===== src/rtl/mul_iter.sv =====
// Iterative multiplier feeding the 64-bit ALU operand inputs (MUL/MLA/UMULL/UMLAL/SMULL/SMLAL).
// Retires BITS_PER_CYCLE multiplier bits per cycle and stops once the remaining multiplier bits are pure extension.
module mul_iter #(
  parameter int BITS_PER_CYCLE = 8
) (
  input  logic        clk,
  input  logic        reset,
  input  logic        start,
  input  logic        abort,
  input  logic        mul_long,
  input  logic        mul_signed,
  input  logic        mul_acc,
  input  logic [31:0] rm,
  input  logic [31:0] rs,
  input  logic [31:0] acc_lo,
  input  logic [31:0] acc_hi,
  output logic        busy,
  output logic        done,
  output logic [63:0] alu_op1,
  output logic [63:0] alu_op2
);

  localparam int B = BITS_PER_CYCLE;

  typedef enum logic [1:0] {IDLE, RUN, DONE} state_t;

  state_t state, state_next;

  logic [63:0]        mcand;
  logic [63:0]        p;
  logic [63:0]        prod;
  logic [63:0]        p_next;
  logic [31:0]        rs_sh;
  logic [31:0]        rs_rem;
  logic signed [31:0] rs_sra;
  logic [B-1:0]       chunk;
  logic               long_r;
  logic               signed_r;
  logic               acc_r;
  logic [31:0]        acc_lo_r;
  logic [31:0]        acc_hi_r;
  logic               launch;
  logic               rem_neg;
  logic               finish;

  // The multiplicand is pre-shifted and the multiplier consumed from the bottom,
  // so each iteration works on fixed bit positions instead of variable shifts.
  assign chunk   = rs_sh[B-1:0];
  assign rs_sra  = $signed(rs_sh) >>> B;
  assign rs_rem  = signed_r ? $unsigned(rs_sra) : (rs_sh >> B);
  assign rem_neg = signed_r && (rs_rem == 32'hFFFF_FFFF);
  assign finish  = (rs_rem == 32'h0) || rem_neg;
  assign prod    = mcand * 64'(chunk);
  assign launch  = ((state == IDLE) || (state == DONE)) && start && !abort;

  // An all-ones remainder means the chunks so far were read as unsigned but the
  // multiplier is negative: subtract the weight of the bit just above them.
  always_comb begin
    p_next = p + prod;
    if (rem_neg) begin
      p_next = p_next - (mcand << B);
    end
  end

  always_ff @(posedge clk) begin
    if (reset) begin
      state <= IDLE;
    end else begin
      state <= state_next;
    end
  end

  always_comb begin
    state_next = state;
    case (state)
      IDLE: begin
        if (launch) state_next = RUN;
      end
      RUN: begin
        if (abort)       state_next = IDLE;
        else if (finish) state_next = DONE;
      end
      DONE: begin
        if (launch) state_next = RUN;
        else        state_next = IDLE;
      end
      default: state_next = IDLE;
    endcase
  end

  always_comb begin
    busy = (state == RUN);
    done = (state == DONE);
  end

  always_ff @(posedge clk) begin
    if (reset) begin
      mcand    <= 64'h0;
      p        <= 64'h0;
      rs_sh    <= 32'h0;
      long_r   <= 1'b0;
      signed_r <= 1'b0;
      acc_r    <= 1'b0;
      acc_lo_r <= 32'h0;
      acc_hi_r <= 32'h0;
      alu_op1  <= 64'h0;
      alu_op2  <= 64'h0;
    end else if (launch) begin
      mcand    <= (mul_signed && mul_long) ? {{32{rm[31]}}, rm} : {32'h0, rm};
      p        <= 64'h0;
      rs_sh    <= rs;
      long_r   <= mul_long;
      signed_r <= mul_signed && mul_long;
      acc_r    <= mul_acc;
      acc_lo_r <= acc_lo;
      acc_hi_r <= acc_hi;
    end else if ((state == RUN) && !abort) begin
      p     <= p_next;
      mcand <= mcand << B;
      rs_sh <= rs_rem;
      if (finish) begin
        alu_op1 <= long_r ? p_next : {32'h0, p_next[31:0]};
        if (!acc_r)      alu_op2 <= 64'h0;
        else if (long_r) alu_op2 <= {acc_hi_r, acc_lo_r};
        else             alu_op2 <= {32'h0, acc_lo_r};
      end
    end
  end

endmodule


===== config.mk =====
export PLATFORM = sky130hd
export DESIGN_NAME = mul_iter
export DESIGN_NICKNAME = d
export VERILOG_FILES = /design/src/rtl/mul_iter.sv
export SDC_FILE = /design/constraint.sdc
export NUM_CORES = 2
export LEC_CHECK = 0
export CORE_MARGIN = 4
export CORE_UTILIZATION = 50
export CTS_CLUSTER_DIAMETER = 80
export DETAILED_ROUTE_END_ITERATION = 16
export PLACE_DENSITY = 0.76
export SLEW_MARGIN = 15
export SYNTH_ARGS = -nofsm -noshare
export SYNTH_HDL_FRONTEND = slang
export SYNTH_SLANG_ARGS = --single-unit

===== constraint.sdc =====
create_clock -name clk -period 19.8 [get_ports clk]
set_input_delay 4.95 -clock clk [delete_from_list [all_inputs] [get_ports clk]]
set_output_delay 4.95 -clock clk [all_outputs]
set_load 0.01 [all_outputs]

* Word-level counts from Yosys, hierarchy flattened
Index checks and enable logic that the tools add are counted.
** Storage, ports and cells
- Bits in registers :: 357
- Input bits :: 135
- Logic and storage cells :: 49
** Operators by class
- Add/sub/neg operators :: 2
- $mul :: 1
- Eq/ne operators :: 5
- Mux-type cells :: 15
- Bitwise operators :: 1
- Reduce and logical (&&, ||, !) cells :: 14
** Operators with widths (number)
- two-way mux 64 bit :: 7
- two-way mux 32 bit :: 3
- adder 64 bit :: 1
- multiplier 64 x 8 -> 64 bit :: 1
- subtractor 64 bit :: 1
- == test 32 bit (second input constant) :: 1
- logical NOT 32 bit :: 1
- two-way mux 2 bit :: 3
- one-hot mux 2 bit (3 select lines) :: 1
- logical AND 1 bit :: 5
- != test 3 x 2 -> 1 bit (second input constant) :: 1
- AND reduction 3 bit :: 1
- == test 2 x 1 -> 1 bit (second input constant) :: 1
- == test 2 bit (second input constant) :: 1
- logical NOT 2 bit :: 1
- logical OR 1 bit :: 2
- != test 2 bit (second input constant) :: 1
- AND reduction 2 bit :: 1
- nonzero test 2 bit :: 1
- OR reduction 2 bit :: 1
- logical NOT 1 bit :: 1
- two-way mux 1 bit :: 1
- NOT 1 bit :: 1

* Logic depth before layout (Yosys ltp)
- Depth in word-level cells :: 7
- Depth in mapped cells :: 34

* Worst setup path before layout
OpenSTA, ideal clock, no wires.
- Kind :: register to register
- Start point :: register rs_sh[0]
- End point :: register alu_op1[61]
- Library setup time :: 0.122 ns
- Data arrival time :: 7.270 ns
- Required time :: 19.678 ns
- Setup slack :: 12.408 ns
- Cell stages (with the launch flop) :: 30
- Period minus slack after synthesis :: 7.392 ns
- Cells stage by stage :: dfxtp_1 clkbuf_1 clkbuf_1 nand2_1 fa_1 inv_1 fa_1 fa_1 inv_1 fa_1 inv_1 ha_1 buf_2 and3_1 nand2_1 nor3_2 a31oi_2 or4_4 a2111o_1 and3_4 xnor2_4 ha_1 clkbuf_1 nand2_1 or4_1 o21a_1 a211oi_1 a211oi_1 xnor2_1 a221o_1
** On the way
- Longest elaborated chain between the ends :: 5
** Ends and longest elaborated chain
- start, declared :: RTL line 33 : logic [31:0] rs_sh;
- start signal, assigned :: RTL line 111 : rs_sh <= rs;
- start signal, assigned :: RTL line 120 : rs_sh <= rs_rem;
- multiplier 64 x 8 -> 64 bit * :: RTL line 53 : assign prod = mcand * 64'(chunk);
- adder 64 bit * :: RTL line 59 : p_next = p + prod;
- subtractor 64 bit :: RTL line 61 : p_next = p_next - (mcand << B);
- two-way mux 64 bit * :: RTL line 60 : if (rem_neg) begin
- two-way mux 64 bit * :: RTL line 122 : alu_op1 <= long_r ? p_next : {32'h0, p_next[31:0]};
- end signal, assigned :: RTL line 122
- end, declared :: RTL line 19 : output logic [63:0] alu_op1,
Mark *: on every way between the ends. The rest lies on a longest branch, timed or not.
A chain may end at the register's enable or synchronous reset.

* Final worst setup path
- Start point :: register rs_sh[6]
- End point :: register alu_op1[61]
The elaborated chain is that of the path after synthesis.

==> metrics.txt <==
# TYPE chip_impl_metric gauge
chip_impl_info{name="run_status",value="finished, final reports clean"} 1
chip_impl_info{name="synthMostInstantiatedCell",value="sky130_fd_sc_hd__nand2_1"} 1
chip_impl_metric{name="postSynthCellCount",unit=""} 4153
chip_impl_metric{name="postCtsResizedCells",unit=""} 0
chip_impl_metric{name="postPlaceCellArea",unit="mm2"} 0.0365
chip_impl_metric{name="layout_skew",unit="ns"} 0.0179
chip_impl_metric{name="global_route_wire_length_before_repair",unit="um"} 171000
chip_impl_info{name="tritoncts",value="yes"} 1
chip_impl_metric{name="gpl.final_weighted_congestion",unit=""} 0.974
chip_impl_metric{name="remaining_drc_errors",unit=""} 0
chip_impl_metric{name="synth_area_per_cell",unit="um2"} 8.09
chip_impl_metric{name="die_height",unit="um"} 267
chip_impl_metric{name="setup_viol",unit=""} 0
chip_impl_metric{name="placement.io_buffers",unit=""} 264
chip_impl_metric{name="worst_slew_pin_slew",unit="ns"} 1.09
chip_impl_metric{name="layout.area.seq",unit="mm2"} 0.00716
chip_impl_info{name="worstSetupPathType",value="reg2reg"} 1
chip_impl_metric{name="detailedPlacementHpwl",unit="um"} 79300
chip_impl_metric{name="globalRouteOverflowTotal",unit=""} 0
chip_impl_metric{name="post-synth-top-area-fraction",unit="%"} 24.5
chip_impl_metric{name="reg2reg_setup_slack",unit="ns"} 10.37
chip_impl_metric{name="number_of_levels_the_h_tree_was_split_into",unit=""} 2
chip_impl_metric{name="grt.total_usage",unit="%"} 30.4
chip_impl_metric{name="count_of_flip_flops_with_a_built_in_enable_after_synthesis",unit=""} 0
chip_impl_metric{name="finalSetupTns",unit="ns"} 0
chip_impl_metric{name="synth.cell_area",unit="mm2"} 0.0336
chip_impl_info{name="cp-endpoint",value="alu_op1[61]$_SDFFE_PP0P_"} 1
chip_impl_info{name="yosys.area.top_type",value="sky130_fd_sc_hd__fa_1"} 1
chip_impl_metric{name="layout_worst_path_cycle_share",unit="%"} 47.6
chip_impl_metric{name="first_iter_violations",unit=""} 2542
chip_impl_info{name="worst_r2r_startpoint",value="rs_sh[6]$_SDFFE_PP0P_"} 1
chip_impl_metric{name="antenna_violating_nets_left",unit=""} 0
chip_impl_metric{name="max-clock-path-buffers",unit=""} 3
chip_impl_metric{name="max_freq",unit="MHz"} 106
chip_impl_info{name="synth-main-ff-cell",value="sky130_fd_sc_hd__dfxtp_1"} 1
chip_impl_metric{name="initial_utilization",unit="%"} 50.7
chip_impl_metric{name="critical_path_peak_fanout",unit=""} 53
chip_impl_info{name="synth.top_cells.by_area",value="sky130_fd_sc_hd__fa_1, sky130_fd_sc_hd__dfxtp_1, sky130_fd_sc_hd__nand2_1"} 1
chip_impl_metric{name="route.vias.total",unit=""} 29796
chip_impl_metric{name="viasPerCell",unit=""} 5.84
chip_impl_info{name="startpoint",value="rs_sh[6]$_SDFFE_PP0P_"} 1
chip_impl_metric{name="first_global_vias",unit=""} 30036
chip_impl_metric{name="antenna_found_initial",unit=""} 3
chip_impl_info{name="synth.top_cells.by_count",value="sky130_fd_sc_hd__nand2_1, sky130_fd_sc_hd__inv_1, sky130_fd_sc_hd__fa_1"} 1
chip_impl_metric{name="final.min_clock_period",unit="ns"} 9.43
chip_impl_metric{name="postLayoutCellArea",unit="mm2"} 0.0380
chip_impl_metric{name="yosys.cell_types.count",unit=""} 92
chip_impl_metric{name="cellPowerDensity",unit="mW/mm2"} 66.5
chip_impl_info{name="crit_path_end_kind",value="flop"} 1
chip_impl_metric{name="finalHoldViolations",unit=""} 0
chip_impl_metric{name="yosys_warnings",unit=""} 0
chip_impl_metric{name="finalNetCount",unit=""} 4872
chip_impl_metric{name="sequential_area_share_after_synthesis",unit="%"} 21.3
chip_impl_metric{name="ioPinCount",unit=""} 265
chip_impl_metric{name="cts_sinks",unit=""} 357
chip_impl_metric{name="drt_pass1_iterations",unit=""} 5
chip_impl_metric{name="core_area",unit="mm2"} 0.0662
chip_impl_info{name="grt_setup_unrepaired",value="no"} 1
chip_impl_metric{name="max_cap_viol_count",unit=""} 0
chip_impl_metric{name="timing.critical_path.arrival",unit="ns"} 9.91
chip_impl_metric{name="grt_max_degree",unit=""} 95
chip_impl_metric{name="post_synthesis_register_bit_count",unit=""} 357
chip_impl_metric{name="timing.reg2reg.worst_path_depth",unit=""} 27
chip_impl_metric{name="ctsHoldBuffers",unit=""} 0
chip_impl_info{name="root_buf_cell",value="sky130_fd_sc_hd__clkbuf_16"} 1
chip_impl_metric{name="ir_drop",unit="mV"} 0.0650
chip_impl_metric{name="die_area",unit="mm2"} 0.0714
chip_impl_metric{name="area_of_combinational_cells_with_multiple_inputs",unit="mm2"} 0.0234
chip_impl_metric{name="route.final.wire_length",unit="um"} 109000
chip_impl_metric{name="ys_async_sr_fraction",unit="%"} 0
chip_impl_metric{name="floorplan.die.width",unit="um"} 267
chip_impl_metric{name="crit_required",unit="ns"} 20.28
chip_impl_metric{name="report.final.slew_viol_count",unit=""} 0
chip_impl_metric{name="mappedNetlistNets",unit=""} 4827
chip_impl_metric{name="power.leakage",unit="nW"} 16.4
chip_impl_info{name="kind_of_start_point_of_the_critical_path",value="flop"} 1
chip_impl_info{name="holdCritPathClass",value="reg2reg"} 1
chip_impl_metric{name="number_of_cells_on_the_worst_hold_path",unit=""} 2
chip_impl_metric{name="count_of_fill_cells_added_during_filler_insertion",unit=""} 5981
chip_impl_metric{name="syn_to_final_growth",unit="%"} 13.2
chip_impl_metric{name="std_cell_rows",unit=""} 94
chip_impl_metric{name="worstSkewPairLatency",unit="ns"} 0.60
chip_impl_metric{name="cts_inserted_buffers",unit=""} 43
chip_impl_metric{name="wl_per_cell",unit="um"} 21.4
chip_impl_metric{name="layout-drive-gt1-share",unit="%"} 3.85
chip_impl_metric{name="cts_post_setup_buffers_inserted",unit=""} 0
chip_impl_metric{name="maxSlewHeadroom",unit="%"} 27.1
chip_impl_info{name="capture_instance_of_the_worst_register_to_register_path",value="alu_op1[61]$_SDFFE_PP0P_"} 1
chip_impl_metric{name="clk_pin_slew",unit="ns"} 0.06
## worst min-delay path by stage
stage | startpoint | endpoint | slack [ns]
floorplan | p[10]$_SDFFE_PP0P_ | p[10]$_SDFFE_PP0P_ | 0.44
global placement | alu_op1[45]$_SDFFE_PP0P_ | alu_op1[45]$_SDFFE_PP0P_ | 0.43
detailed placement | alu_op1[56]$_SDFFE_PP0P_ | alu_op1[56]$_SDFFE_PP0P_ | 0.44
CTS | alu_op1[56]$_SDFFE_PP0P_ | alu_op1[56]$_SDFFE_PP0P_ | 0.45
global route | alu_op2[42]$_SDFFE_PP0P_ | alu_op2[42]$_SDFFE_PP0P_ | 0.47
finish | alu_op1[56]$_SDFFE_PP0P_ | alu_op1[56]$_SDFFE_PP0P_ | 0.45
## worst max-delay path, stage by stage (launching register included)
cell and delay (ns):
sky130_fd_sc_hd__dfxtp_2 0.42, sky130_fd_sc_hd__buf_4 0.62, sky130_fd_sc_hd__nand2_1 0.16, sky130_fd_sc_hd__fa_1 0.51
sky130_fd_sc_hd__fa_1 0.52, sky130_fd_sc_hd__fa_1 0.43, sky130_fd_sc_hd__fa_1 0.50, sky130_fd_sc_hd__inv_1 0.04
sky130_fd_sc_hd__ha_1 0.33, sky130_fd_sc_hd__a21oi_1 0.27, sky130_fd_sc_hd__o21ai_4 0.12, sky130_fd_sc_hd__o2111a_1 0.31
sky130_fd_sc_hd__o31ai_1 0.44, sky130_fd_sc_hd__nand2_1 0.22, sky130_fd_sc_hd__a31oi_1 0.42, sky130_fd_sc_hd__o21bai_1 0.16
sky130_fd_sc_hd__xor2_1 0.51, sky130_fd_sc_hd__ha_1 0.33, sky130_fd_sc_hd__nand2_1 0.10, sky130_fd_sc_hd__or4_1 0.61
sky130_fd_sc_hd__a311oi_1 0.76, sky130_fd_sc_hd__o22ai_1 0.16, sky130_fd_sc_hd__buf_4 0.21, sky130_fd_sc_hd__o21a_1 0.21
sky130_fd_sc_hd__a211oi_1 0.29, sky130_fd_sc_hd__a211oi_1 0.12, sky130_fd_sc_hd__xnor2_1 0.16, sky130_fd_sc_hd__a221o_1 0.32
## cell families (layout without fill, tap and decap cells)
logic type,count (synthesis),in the layout,share of synthesized area (%)
simple gates,1416,1416,19.9
compound gates,882,882,16.8
buf+inv,834,911,9.36
fa+ha+maj,539,539,29.3
flops,357,357,21.3
xor+xnor,115,115,3.10
mux,10,10,0.298
other cells,0,4,0
## power by group
part           leakage (nW)  switching [mW]  total [mW]  internal [mW]
logic                  12.7           0.549       0.873          0.324
clock network         0.748           0.352       0.862          0.509
registers              2.90          0.0522       0.795          0.743
## area by class of cell
cell class / instances / share of cell area, %
inverters: 543 / 5.36
flip-flops and latches: 357 / 18.8
clock buffers: 55 / 3.13
clock inverters: 22 / 0.833
well taps: 864 / 2.84
diodes: 4 / 0.0263
multi-input cells: 2962 / 61.5
repair buffers: 291 / 7.50
## placed cells by master (no fill, tap or decap), drive strengths merged, types with 11 or more instances in the layout
cell type and n:
o21ai 106, a22oi 46, and3 16, xnor2 69
a31oi 23, a221o 11, nand4 38, nand2 637
nor2b 15, fa 411, nand3 102, nand2b 15
xor2 46, nor3 39, a21oi 396, a311oi 22
dfxtp 357, inv 550, o31ai 12, o21bai 21
clkdlybuf4s50 263, o211ai 12, clkbuf 55, nor2 190
a211oi 78, a21o 62, nor4 13, ha 128
buf 28, and2 316, o21a 19
## layer usage
layer  wire [um]  GRT usage (%)  vias up
li1            -              -    13529
met1       43100           39.2    14425
met5           0              0        -
met2       48400           48.0     1533
met4        5310           13.0        0
met3       12200           8.80      309
## stage by stage
step | power [mW] | cells | utilization, % | worst slack [ns] | hold WS (ns)
2_1_floorplan | 1.40 | 4153 | - | 12.41 | 0.436
3_3_place_gp | 1.65 | 5017 | 55.1 | 10.77 | 0.434
3_5_place_dp | 1.65 | 5017 | 55.1 | 10.78 | 0.442
4_1_cts | 2.51 | 5094 | 57.4 | 10.73 | 0.450
5_1_grt | 2.64 | 5094 | 57.4 | 10.24 | 0.467
6_report | 2.53 | 5098 | 57.4 | 10.37 | 0.447
## sequential cells by signal, summed over array words and instances (netlist names)
name      cells
alu_op1      64
alu_op2      64
mcand        64
p            64
acc_hi_r     32
acc_lo_r     32
rs_sh        32
state         2
acc_r         1
long_r        1
signed_r      1
(Power assumes the default switching activity.)
